File: src/rtl/alu_op_fsm_pkg.sv
// Shared types for the three-register ALU instruction sequencer.
// Opcodes, ALU modes and fault codes used by the FSM and its bus.
package alu_op_fsm_pkg;

  typedef enum logic [1:0] {
    MODE_ADD  = 2'b00,
    MODE_MUL  = 2'b01,
    MODE_DIV  = 2'b10,
    MODE_NAND = 2'b11
  } alu_mode_t;

  typedef enum logic [1:0] {
    FLT_NONE    = 2'b00,
    FLT_DIV0    = 2'b01,
    FLT_TIMEOUT = 2'b10,
    FLT_ILLEGAL = 2'b11
  } alu_fault_t;

  localparam logic [3:0] OP_ADD  = 4'h3;
  localparam logic [3:0] OP_MUL  = 4'h4;
  localparam logic [3:0] OP_DIV  = 4'h5;
  localparam logic [3:0] OP_NAND = 4'h6;

  function automatic logic op_legal(
    input logic [3:0] op
  );
    return (op == OP_ADD) || (op == OP_MUL) ||
           (op == OP_DIV) || (op == OP_NAND);
  endfunction

  function automatic alu_mode_t op_mode(
    input logic [3:0] op
  );
    alu_mode_t m;
    m = MODE_ADD;
    unique case (1'b1)
      (op == OP_MUL):  m = MODE_MUL;
      (op == OP_DIV):  m = MODE_DIV;
      (op == OP_NAND): m = MODE_NAND;
      default:         m = MODE_ADD;
    endcase
    return m;
  endfunction

endpackage

File: src/rtl/alu_op_fsm_if.sv
// Request/acknowledge bus between the sequencer and a
// variable-latency ALU.
interface alu_op_fsm_if #(
  parameter int WIDTH = 32
);
  import alu_op_fsm_pkg::*;

  logic [WIDTH-1:0] alu_x;
  logic [WIDTH-1:0] alu_y;
  alu_mode_t        alu_mode;
  logic             alu_req;
  logic             alu_ack;
  logic [WIDTH-1:0] alu_result;

  modport master (
    output alu_x,
    output alu_y,
    output alu_mode,
    output alu_req,
    input  alu_ack,
    input  alu_result
  );

  modport slave (
    input  alu_x,
    input  alu_y,
    input  alu_mode,
    input  alu_req,
    output alu_ack,
    output alu_result
  );
endinterface

File: src/rtl/alu_wait_timer.sv
// Clear/enable wait counter; expired flags the last allowed
// cycle without an acknowledge.
module alu_wait_timer #(
  parameter int MAX_WAIT   = 16,
  parameter int WAIT_CNT_W = 5
) (
  input  logic clk,
  input  logic init_n,
  input  logic clr,
  input  logic en,
  output logic expired
);
  logic [WAIT_CNT_W-1:0] cnt;

  localparam logic [WAIT_CNT_W-1:0] LAST =
    WAIT_CNT_W'(MAX_WAIT - 1);

  always_ff @(posedge clk or negedge init_n) begin
    if (!init_n) begin
      cnt <= '0;
    end else if (clr) begin
      cnt <= '0;
    end else if (en) begin
      cnt <= cnt + 1'b1;
    end
  end

  assign expired = en && (cnt == LAST);
endmodule

File: src/rtl/alu_op_fsm.sv
// Single FSM sequencing add/mul/div/nand through the register
// file and a handshaked ALU, with div0/timeout/illegal faults.
module alu_op_fsm
  import alu_op_fsm_pkg::*;
#(
  parameter int WIDTH      = 32,
  parameter int REG_ADDR_W = 3,
  parameter int MAX_WAIT   = 16,
  parameter int WAIT_CNT_W = 5
) (
  input  logic                  clk,
  input  logic                  init_n,
  input  logic                  start,
  input  logic [3:0]            opcode,
  input  logic [REG_ADDR_W-1:0] reg_a,
  input  logic [REG_ADDR_W-1:0] reg_b,
  input  logic [REG_ADDR_W-1:0] reg_c,
  input  logic [WIDTH-1:0]      reg_rdata,
  output logic [REG_ADDR_W-1:0] reg_sel,
  output logic                  reg_we,
  output logic [WIDTH-1:0]      reg_wdata,
  alu_op_fsm_if.master          alu,
  output logic                  busy,
  output logic                  finished,
  output logic                  fault,
  output logic [1:0]            fault_code
);

  typedef enum logic [2:0] {
    S_IDLE, S_SEL_B, S_SEL_C, S_LATCH_C,
    S_ALU_REQ, S_ALU_WAIT, S_WRITE_A, S_DONE
  } state_t;

  state_t                state, state_nx;
  logic [3:0]            op_q;
  logic [REG_ADDR_W-1:0] a_q, b_q, c_q;
  logic                  set_flt;
  alu_fault_t            flt_nx;
  logic                  in_alu;
  logic                  tmr_exp;

  assign in_alu = (state == S_ALU_REQ) ||
                  (state == S_ALU_WAIT);

  alu_wait_timer #(
    .MAX_WAIT   (MAX_WAIT),
    .WAIT_CNT_W (WAIT_CNT_W)
  ) u_timer (
    .clk     (clk),
    .init_n  (init_n),
    .clr     (state == S_LATCH_C),
    .en      (in_alu && !alu.alu_ack),
    .expired (tmr_exp)
  );

  always_comb begin
    state_nx = state;
    set_flt  = 1'b0;
    flt_nx   = FLT_NONE;
    unique case (state)
      S_IDLE: begin
        if (start && !op_legal(opcode)) begin
          state_nx = S_DONE;
          set_flt  = 1'b1;
          flt_nx   = FLT_ILLEGAL;
        end else if (start) begin
          state_nx = S_SEL_B;
        end
      end
      S_SEL_B: state_nx = S_SEL_C;
      S_SEL_C: state_nx = S_LATCH_C;
      S_LATCH_C: begin
        if (op_q == OP_DIV && reg_rdata == '0) begin
          state_nx = S_DONE;
          set_flt  = 1'b1;
          flt_nx   = FLT_DIV0;
        end else begin
          state_nx = S_ALU_REQ;
        end
      end
      S_ALU_REQ, S_ALU_WAIT: begin
        // a late ack in the timeout cycle still wins
        if (alu.alu_ack) begin
          state_nx = S_WRITE_A;
        end else if (tmr_exp) begin
          state_nx = S_DONE;
          set_flt  = 1'b1;
          flt_nx   = FLT_TIMEOUT;
        end else begin
          state_nx = S_ALU_WAIT;
        end
      end
      S_WRITE_A: state_nx = S_DONE;
      S_DONE:    state_nx = S_IDLE;
      default:   state_nx = S_IDLE;
    endcase
  end

  always_comb begin
    reg_sel = '0;
    unique case (state)
      S_SEL_B:   reg_sel = b_q;
      S_SEL_C:   reg_sel = c_q;
      S_WRITE_A: reg_sel = a_q;
      default:   reg_sel = '0;
    endcase
  end

  assign reg_we       = (state == S_WRITE_A);
  assign busy         = (state != S_IDLE);
  assign finished     = (state == S_DONE);
  assign alu.alu_req  = in_alu;
  assign alu.alu_mode = in_alu ? op_mode(op_q)
                               : MODE_ADD;

  always_ff @(posedge clk or negedge init_n) begin
    if (!init_n) begin
      state      <= S_IDLE;
      op_q       <= '0;
      a_q        <= '0;
      b_q        <= '0;
      c_q        <= '0;
      alu.alu_x  <= '0;
      alu.alu_y  <= '0;
      reg_wdata  <= '0;
      fault      <= 1'b0;
      fault_code <= FLT_NONE;
    end else begin
      state <= state_nx;
      if (state == S_IDLE && start) begin
        op_q       <= opcode;
        a_q        <= reg_a;
        b_q        <= reg_b;
        c_q        <= reg_c;
        fault      <= 1'b0;
        fault_code <= FLT_NONE;
      end
      if (state == S_SEL_C) alu.alu_x <= reg_rdata;
      if (state == S_LATCH_C) alu.alu_y <= reg_rdata;
      if (in_alu && alu.alu_ack)
        reg_wdata <= alu.alu_result;
      if (set_flt) begin
        fault      <= 1'b1;
        fault_code <= flt_nx;
      end
    end
  end

endmodule

File: src/flat_wrapper.sv
// flat-port wrapper written by rule: the top's interface ports become plain ports
module alu_op_fsm_flat import alu_op_fsm_pkg::*;
#(
  parameter int WIDTH      = 32,
  parameter int REG_ADDR_W = 3,
  parameter int MAX_WAIT   = 16,
  parameter int WAIT_CNT_W = 5
)
  (clk, init_n, start, opcode, reg_a, reg_b, reg_c, reg_rdata, reg_sel, reg_we, reg_wdata, busy, finished, fault, fault_code, alu_alu_x, alu_alu_y, alu_alu_mode, alu_alu_req, alu_alu_ack, alu_alu_result);
  alu_op_fsm_if #(.WIDTH(WIDTH)) alu_i ();
  input  logic clk;
  input  logic init_n;
  input  logic start;
  input  logic [3:0] opcode;
  input  logic [REG_ADDR_W-1:0] reg_a;
  input  logic [REG_ADDR_W-1:0] reg_b;
  input  logic [REG_ADDR_W-1:0] reg_c;
  input  logic [WIDTH-1:0] reg_rdata;
  output logic [REG_ADDR_W-1:0] reg_sel;
  output logic reg_we;
  output logic [WIDTH-1:0] reg_wdata;
  output logic busy;
  output logic finished;
  output logic fault;
  output logic [1:0] fault_code;
  output wire logic [$bits(alu_i.alu_x)-1:0] alu_alu_x;
  output wire logic [$bits(alu_i.alu_y)-1:0] alu_alu_y;
  output wire logic [$bits(alu_i.alu_mode)-1:0] alu_alu_mode;
  output wire logic [$bits(alu_i.alu_req)-1:0] alu_alu_req;
  input wire logic [$bits(alu_i.alu_ack)-1:0] alu_alu_ack;
  input wire logic [$bits(alu_i.alu_result)-1:0] alu_alu_result;
  assign alu_alu_x = alu_i.alu_x;
  assign alu_alu_y = alu_i.alu_y;
  assign alu_alu_mode = alu_i.alu_mode;
  assign alu_alu_req = alu_i.alu_req;
  assign alu_i.alu_ack = alu_alu_ack;
  assign alu_i.alu_result = alu_alu_result;
  alu_op_fsm #(.WIDTH(WIDTH), .REG_ADDR_W(REG_ADDR_W), .MAX_WAIT(MAX_WAIT), .WAIT_CNT_W(WAIT_CNT_W)) u_core (.clk(clk), .init_n(init_n), .start(start), .opcode(opcode), .reg_a(reg_a), .reg_b(reg_b), .reg_c(reg_c), .reg_rdata(reg_rdata), .reg_sel(reg_sel), .reg_we(reg_we), .reg_wdata(reg_wdata), .alu(alu_i), .busy(busy), .finished(finished), .fault(fault), .fault_code(fault_code));
endmodule
File: config.mk
export PLATFORM = sky130hd
export DESIGN_NAME = alu_op_fsm_flat
export DESIGN_NICKNAME = d
export VERILOG_FILES = /design/src/rtl/alu_op_fsm_pkg.sv /design/src/rtl/alu_op_fsm_if.sv /design/src/rtl/alu_wait_timer.sv /design/src/rtl/alu_op_fsm.sv /design/src/flat_wrapper.sv
export SDC_FILE = /design/constraint.sdc
export NUM_CORES = 1
export LEC_CHECK = 0
export ABC_AREA = 1
export CAP_MARGIN = 20
export CORE_MARGIN = 5
export CORE_UTILIZATION = 47
export DETAILED_ROUTE_END_ITERATION = 8
export PLACE_DENSITY = 0.85
export SLEW_MARGIN = 20
export SYNTH_ARGS = -nofsm -noshare
export SYNTH_HDL_FRONTEND = slang
export SYNTH_SLANG_ARGS = --single-unit
File: constraint.sdc
create_clock -name clk -period 2 [get_ports clk]
set_input_delay 0.4 -clock clk [delete_from_list [all_inputs] [get_ports clk]]
set_output_delay 0.4 -clock clk [all_outputs]
set_load 0.01 [all_outputs]
-- Yosys cells after proc, flatten, opt, wreduce, memory -nomap -nowiden
Index checks and enable logic that the tools add are counted.
- register bits: 120
- input port bits: 81
- add/subtract/negate cells: 1
- eq/ne operators: 16
- muxes and demuxes: 25
- reductions and logical operators: 18
- operator list (operator ; number):
    32-bit logical NOT ; 1
    4-bit by 3-bit == test with 1-bit output (second input constant) ; 6
    3-bit one-hot mux with 7 select lines ; 1
    2-bit two-way mux ; 8
    3-bit == test (second input constant) ; 4
    2-bit one-hot mux with 3 select lines ; 2
    5-bit two-way mux ; 2
    3-bit two-way mux ; 3
    3-bit one-hot mux with 3 select lines ; 1
    1-bit two-way mux ; 7
    3-bit by 2-bit == test with 1-bit output (second input constant) ; 2
    1-bit logical AND ; 6
    5-bit by 1-bit adder with 5-bit output (second input constant) ; 1
    5-bit by 4-bit == test with 1-bit output (second input constant) ; 1
    4-bit by 2-bit == test with 1-bit output (second input constant) ; 1
    1-bit logical OR ; 4
    2-bit nonzero test ; 2
    3-bit by 1-bit == test with 1-bit output (second input constant) ; 1
    3-bit logical NOT ; 1
    3-bit by 2-bit inequality test with 1-bit output (second input constant) ; 1
    1-bit one-hot mux with 3 select lines ; 1
    3-bit nonzero test ; 1
    1-bit logical NOT ; 2
    2-bit OR reduction ; 1

-- Logic depth before layout (Yosys ltp)
Gate-level depths: netlist of run 1.
- depth in word-level cells: 9
- gate-level depth with buffers: 9
- gate-level depth less buffers: 9

-- By module
A second synthesis of run 1 with hierarchy kept.
- cell total of the unflattened synthesis: 483
- area total of the unflattened synthesis: 4949.7 sq um
- by module, submodules not included (module ; times used ; cells an instance ; area an instance (sq um) ; sequential area each (sq um)):
    alu_op_fsm ; 1 ; 450 ; 4674.5 ; 2877.8
    alu_wait_timer ; 1 ; 33 ; 275.3 ; 125.1

-- Worst setup path after synthesis of run 1
Ideal clock, no wire load.
- path kind: register -> output
- from: register u_core.state[1]
- to: output reg_sel[0]
- arrival time: 1.087 ns
- slack: 0.513 ns
- stages on the path, launching flop included: 6
- path buffers: 1
- cells stage by stage: dfrtp_1 -> inv_1 -> nor2_2 -> nand2_1 -> buf_2 -> o221ai_1
- word-level cells in the longest chain between the ends: 2
- ends and longest elaborated chain (item ; RTL line ; text):
    start, declared ; alu_op_fsm.sv:34 ; state_t state, state_nx;
    start signal, assigned ; alu_op_fsm.sv:129 ; state <= state_nx;
    3-bit == test, or another cell as far along ; alu_op_fsm.sv:101 ; unique case (state)
    3-bit one-hot mux with 3 select lines (*) ; alu_op_fsm.sv:101 ;
    end, declared ; flat_wrapper.sv:19 ; output logic [REG_ADDR_W-1:0] reg_sel;
Every way passes the cells marked *; elsewhere a longest branch is shown, timed or not.

-- Worst setup path in the final report of run 1
- from: register u_core.state[1]
- to: output alu_alu_mode[1]
- word-level cells in the longest chain between the ends: 3
- ends and longest elaborated chain (item ; RTL line ; text):
    3-bit == test, on equally long branches ; alu_op_fsm.sv:42, alu_op_fsm.sv:43 ;
    1-bit logical OR (*) ; alu_op_fsm.sv:42 ; assign in_alu = (state == S_ALU_REQ) ||
    2-bit two-way mux (*) ; alu_op_fsm.sv:113 ; assign alu.alu_mode = in_alu ? op_mode(op_q)
    end, declared ; flat_wrapper.sv:28 ; output wire logic [$bits(alu_i.alu_mode)-1:0] alu_alu_mode;
Marks and branches as above.

==> results of run 1 <==
## worst min-delay path: stages
cell and delay (ns):
clkdlybuf4s50_1 0.39, nand2_1 0.06, nand2_1 0.05
## synth_stat cells (all sizes together)
cell type	instances
a211oi	1
clkbuf	7
nor3	4
buf	15
a31oi	1
inv	60
dfrtp	120
a21oi	3
o22ai	1
ha	2
o21ai	76
nand4	5
nand3	9
nand2	208
o221ai	3
nor2	32
## how the worst max path moves through the flow
stage,start,endpoint,slack (ns),cells past startpoint
global placement,u_core.state[1],reg_sel[2],0.07,7
detailed placement,u_core.state[1],reg_sel[1],0.01,7
global route,u_core.state[1],reg_sel[1],-0.08,7
finish,u_core.state[1],alu_alu_mode[1],0.003,5
floorplan,u_core.state[1],reg_sel[0],0.51,5
CTS,u_core.state[1],alu_alu_mode[1],0.003,5
## final cells by class
class / instances / area [sq um]
Multi-Input combinational cell: 345 / 1550
Clock buffer: 25 / 504
Inverter: 60 / 225
Timing Repair Buffer: 200 / 1970
Tap cell: 136 / 170
Sequential cell: 120 / 3000
Fill cell: 724 / 2660
Clock inverter: 7 / 160
## sequential cells by signal (all words and copies together), names as in the netlist
name	count
u_core.a_q	3
u_core.alu.alu_x	32
u_core.alu.alu_y	32
u_core.b_q	3
u_core.c_q	3
u_core.fault	1
u_core.fault_code	2
u_core.op_q	4
u_core.reg_wdata	32
u_core.state	3
u_core.u_timer.cnt	5
## per-stage QoR
step / total power, mW / hold slack [ns] / utilization / cell area, sq um / setup TNS [ns]
floorplan: 6.48 / 0.104 / - / 4880 / 0
global placement: 9.16 / 0.453 / 0.672 / 6880 / 0
detailed placement: 9.37 / 0.458 / 0.672 / 6880 / 0
CTS: 12.8 / 0.407 / 0.738 / 7550 / 0
global route: 13.6 / 0.428 / 0.740 / 7570 / -0.322
finish: 12.8 / 0.424 / 0.740 / 7570 / 0
## routing by layer
metal,GRT usage,up-vias,part of all wire
li1,-,2115,-
met1,0.259,2058,0.41
met2,0.355,175,0.48
met3,0.0853,27,0.085
met4,0.0962,0,0.027
met5,0,-,0
## logic make-up after synthesis
| family | synth area share |
|---|---|
| AND/OR/NAND/NOR | 0.211 |
| flip-flops | 0.615 |
| AO/OA/AOI/OAI | 0.0904 |
| buffers and inverters | 0.0787 |
| adder cells (fa/ha/maj) | 0.00512 |
## what timing repair did
item	4_1_cts	5_1_grt
setup endpoints to repair	9	7
resized for setup	31	10
hold buffers	1	0
endpoints found under the hold margin	2	0
pin swaps	0	2
buffers inserted	1	0
## report_power, final
part           switching [mW]  total, mW  internal [mW]
sequential              0.648       4.25           3.60
clock                    1.02       3.37           2.35
combinational            2.56       5.14           2.58
==> flow_summary.toml, run 1 <==
[logic_synthesis]
netlist.area_leader.share = 0.615
synth_top_cell_by_area = "dfrtp_1"
synth_area_leaders = "dfrtp_1 61%, nand2_1 16%, o21ai_0 6.6%"
ys_seq_elements = 120
synth_cell_types = 23
syn_area_sq_um = 4880
seq_area_frac_synth = 0.615
syn_nets = 630
syn-instance-count = 547
ys_warn_count = 0
syn_area_per_cell_sq_um = 8.93

[global_routing]
grt_pass1_vias = 4426
overflow = 0
grt_max_degree = 121
grt_pass1_wl_microns = 21900
antenna_found_initial = 0
track_usage = 0.219

[clock_network]
clock-sinks = 120
cts-buffers-inserted = 17
clock-root-buffer = "clkbuf_8"
htreeDepth = 4
cts_tree = "yes"
cts_buffer_depth = 2
clk_latency_ns = 0.51
clk_pin_slew_ns = 0.05

[die]
start_util = 0.477
die_x_microns = 112
io_pins = 189
coreArea_sq_um = 10200
die_h_microns = 112
rows = 37
fp.dieArea_sq_um = 12500

[worst_hold_path]
min_from = "alu_alu_result[24]"
min_path_cells = 3
min_to = "u_core.reg_wdata[24]"
hp-class = "in2reg"

[routing]
drtAntennaViolNets = 0
detail_route.wl_per_cell_microns = 15.1
drcViolationCount = 0
viasPerCell = 4.90
first_iter_violations = 281
wl_microns = 13500
first_pass_iters = 4
vias = 4375

[finish]
fin_cells = 893
nNetsFinal = 827
layout_common_cells = "205 x nand2_1, 178 x clkdlybuf4s50_1, 120 x dfrtp_1"
drive_above_1_share = 0.0925
layout_commonest_cell = "nand2_1"
diodes = 0
area_growth_pct = 55.1

[placed_design]
hpwl_microns = 9600
portBuffers = 188
dpl_worst_slack_ns = 0.0146
dp_cells = 859
place_congestion = 0.840

[worst_setup_path]
cp_slowest_cell = "dfrtp_1"
crit_arrival_ns = 1.60
regToRegEndpoint = "u_core.u_timer.cnt[0]"
rrSetupSlack_ns = 0.42
crit_chain = "buf_4, nor2_4, inv_2, a211oi_2, buf_2"
worst-path-buf-inv = 3
cp-start-kind = "register"
critical_path_class = "reg2out"
r2r_cells = 8
crit_fanout = 3
cpPeakStageDelay_ns = 0.42
critPathCaptureType = "output pin"
required_ns = 1.60
crit_family = "flip-flops"
crit-reg2reg-launch = "u_core.state[0]"

[power]
leakage_nw = 3.66
power.density_nw_per_um2 = 1680
vdd_drop_max_uv = 888

[timing]
drv_slew = 0
setup_viol = 0
period_minus_slack_ns = 2.00
maxSlewHeadroom = 0.577
hold_viol_final = 0
fin_skew_ns = 0.00808
fmax_ghz = 0.501
worst_slew_pin_slew_ns = 0.634
period_share = 0.998
rsz0062_at_grt = "yes"
setup_ws_ns = 0.00332

[job]
cap_violations = 0

[outcome]
status = "complete, no violations"
No activity file was read; power rests on OpenSTA's default activity.
==> run 2, diff against run 1 <==
--- a/config.mk
+++ b/config.mk
@@ -8,9 +8,8 @@
 export ABC_AREA = 1
 export CAP_MARGIN = 20
 export CORE_MARGIN = 5
-export CORE_UTILIZATION = 47
+export CORE_UTILIZATION = 25
 export DETAILED_ROUTE_END_ITERATION = 8
-export PLACE_DENSITY = 0.85
 export SLEW_MARGIN = 20
 export SYNTH_ARGS = -nofsm -noshare
 export SYNTH_HDL_FRONTEND = slang
==> run 2 against run 1 <==
Global-route usage fell by 9.2 points. Worst setup slack better by 0.080 ns. Hold slack got worse by 0.095 ns. Clock power decreased by 8.3%. Critical endpoint unchanged.
==> flow_summary.toml, run 2 (synthesis results as in run 1) <==
[worst_setup_path]
crit_arrival_ns = 1.52
regToRegEndpoint = "u_core.fault_code[0]"
crit_fanout = 3
crit-reg2reg-launch = "u_core.state[2]"
required_ns = 1.60
critical_path_class = "reg2out"
r2r_cells = 9
cp-start-kind = "register"
rrSetupSlack_ns = 0.45
critPathCaptureType = "output pin"

[timing]
fin_tns_setup_ns = 0
fin_skew_ns = 0.00872
rsz0062_at_grt = "yes"
hold_viol_final = 0
maxSlewHeadroom = 0.608
period_share = 0.959
period_minus_slack_ns = 1.92
fmax_ghz = 0.522
drv_slew = 0
worst_slew_pin_slew_ns = 0.588
setup_viol = 0

[routing]
detail_route.wl_per_cell_microns = 13.5
wl_microns = 13800
first_pass_iters = 4
vias = 4129
drtAntennaViolNets = 0
first_iter_violations = 201
viasPerCell = 4.03
drcViolationCount = 0

[finish]
finalInstanceArea_sq_um = 7660
drive_above_1_share = 0.0870
area_growth_pct = 56.8
diodes = 0
nNetsFinal = 829
largestRegisters = "u_core.alu.alu_x: 32 flops, u_core.alu.alu_y: 32 flops, u_core.reg_wdata: 32 flops"
layout_common_cells = "206 x nand2_1, 178 x clkdlybuf4s50_1, 120 x dfrtp_1"
layout_commonest_cell = "nand2_1"
fin_cells = 1024

[clock_network]
clk_pin_slew_ns = 0.06
cts_setup_buffers = 0
cts-buffers-inserted = 17
cts_tree = "yes"
clock-sinks = 120
htreeDepth = 4
cts_buffer_depth = 2
clk_latency_ns = 0.41
clock-root-buffer = "clkbuf_16"

[placed_design]
place_congestion = 0.759
post_dp_cell_area_sq_um = 7070
dp_cells = 991
hpwl_microns = 10100
portBuffers = 188

[power]
vdd_drop_max_uv = 589
power.total_mw = 12.3
power.density_nw_per_um2 = 1610
leakage_nw = 3.62

[die]
start_util = 0.253
die_h_microns = 150
coreArea_sq_um = 19300
fp.dieArea_sq_um = 22400
io_pins = 189
rows = 51
die_x_microns = 150

[global_routing]
antenna_found_initial = 0
grt_pass1_vias = 4068
grt_max_degree = 69
track_usage = 0.126
overflow = 0
grt_pass1_wl_microns = 21900

[outcome]
status = "complete, no violations"

[job]
cap_violations = 0

[worst_hold_path]
hp-class = "in2async"
==> run 2: worst max path at each step <==
| stage | start | endpoint |
|---|---|---|
| detailed placement | u_core.state[1] | reg_sel[2] |
| finish | u_core.state[1] | alu_alu_mode[1] |
| global placement | u_core.state[1] | reg_sel[0] |
| CTS | u_core.state[1] | reg_sel[1] |
| floorplan | u_core.state[1] | reg_sel[0] |
| global route | u_core.state[1] | reg_sel[1] |
==> run 2: layout make-up <==
| class | count | area [sq um] |
|---|---|---|
| clock buffer | 19 | 443 |
| clock inverter | 13 | 154 |
| fill | 1918 | 11700 |
| inverter | 60 | 225 |
| multi-input combinational | 345 | 1510 |
| sequential | 120 | 3000 |
| tap | 265 | 332 |
| timing repair buffer | 202 | 1990 |
==> run 2: per-layer routing <==
| layer | vias to the layer above | routed length (microns) | part of all wire | GRT usage |
|---|---|---|---|---|
| met2 | 112 | 6480 | 0.47 | 0.200 |
| met4 | 0 | 224 | 0.016 | 0.0522 |
| met5 | - | 0 | 0 | 0 |
| met1 | 1889 | 6030 | 0.44 | 0.156 |
| li1 | 2109 | - | - | - |
| met3 | 19 | 1070 | 0.078 | 0.0478 |
==> run 2: critical path, stage by stage, from the launching register on <==
cell and delay [ns]:
dfrtp_1 0.40, buf_4 0.15, nor2_4 0.11, inv_2 0.06
a211oi_1 0.20, buf_2 0.18
==> run 2: stage by stage <==
stage | hold WS (ns) | setup slack, ns | utilization
after floorplan | 0.104 | 0.513 | -
after CTS | 0.303 | 0.000156 | 0.397
after global routing | 0.321 | -0.0139 | 0.396
after global placement | 0.213 | 0.0483 | 0.366
after detailed placement | 0.213 | 0.0322 | 0.366
final | 0.329 | 0.0830 | 0.396
==> run 2: what timing repair did <==
action                                  CTS  global route
pin swaps                                 0             1
hold endpoints to repair                  4             0
hold buffers                              1             0
endpoints found under the setup margin    9             6
gates cloned                              0             0
resized for setup                        23             8
==> run 2: where the power goes <==
group          switching (mW)  internal [mW]  total, mW
clock network            1.11           1.98       3.09
registers               0.608           3.60       4.21
logic                    2.46           2.56       5.02
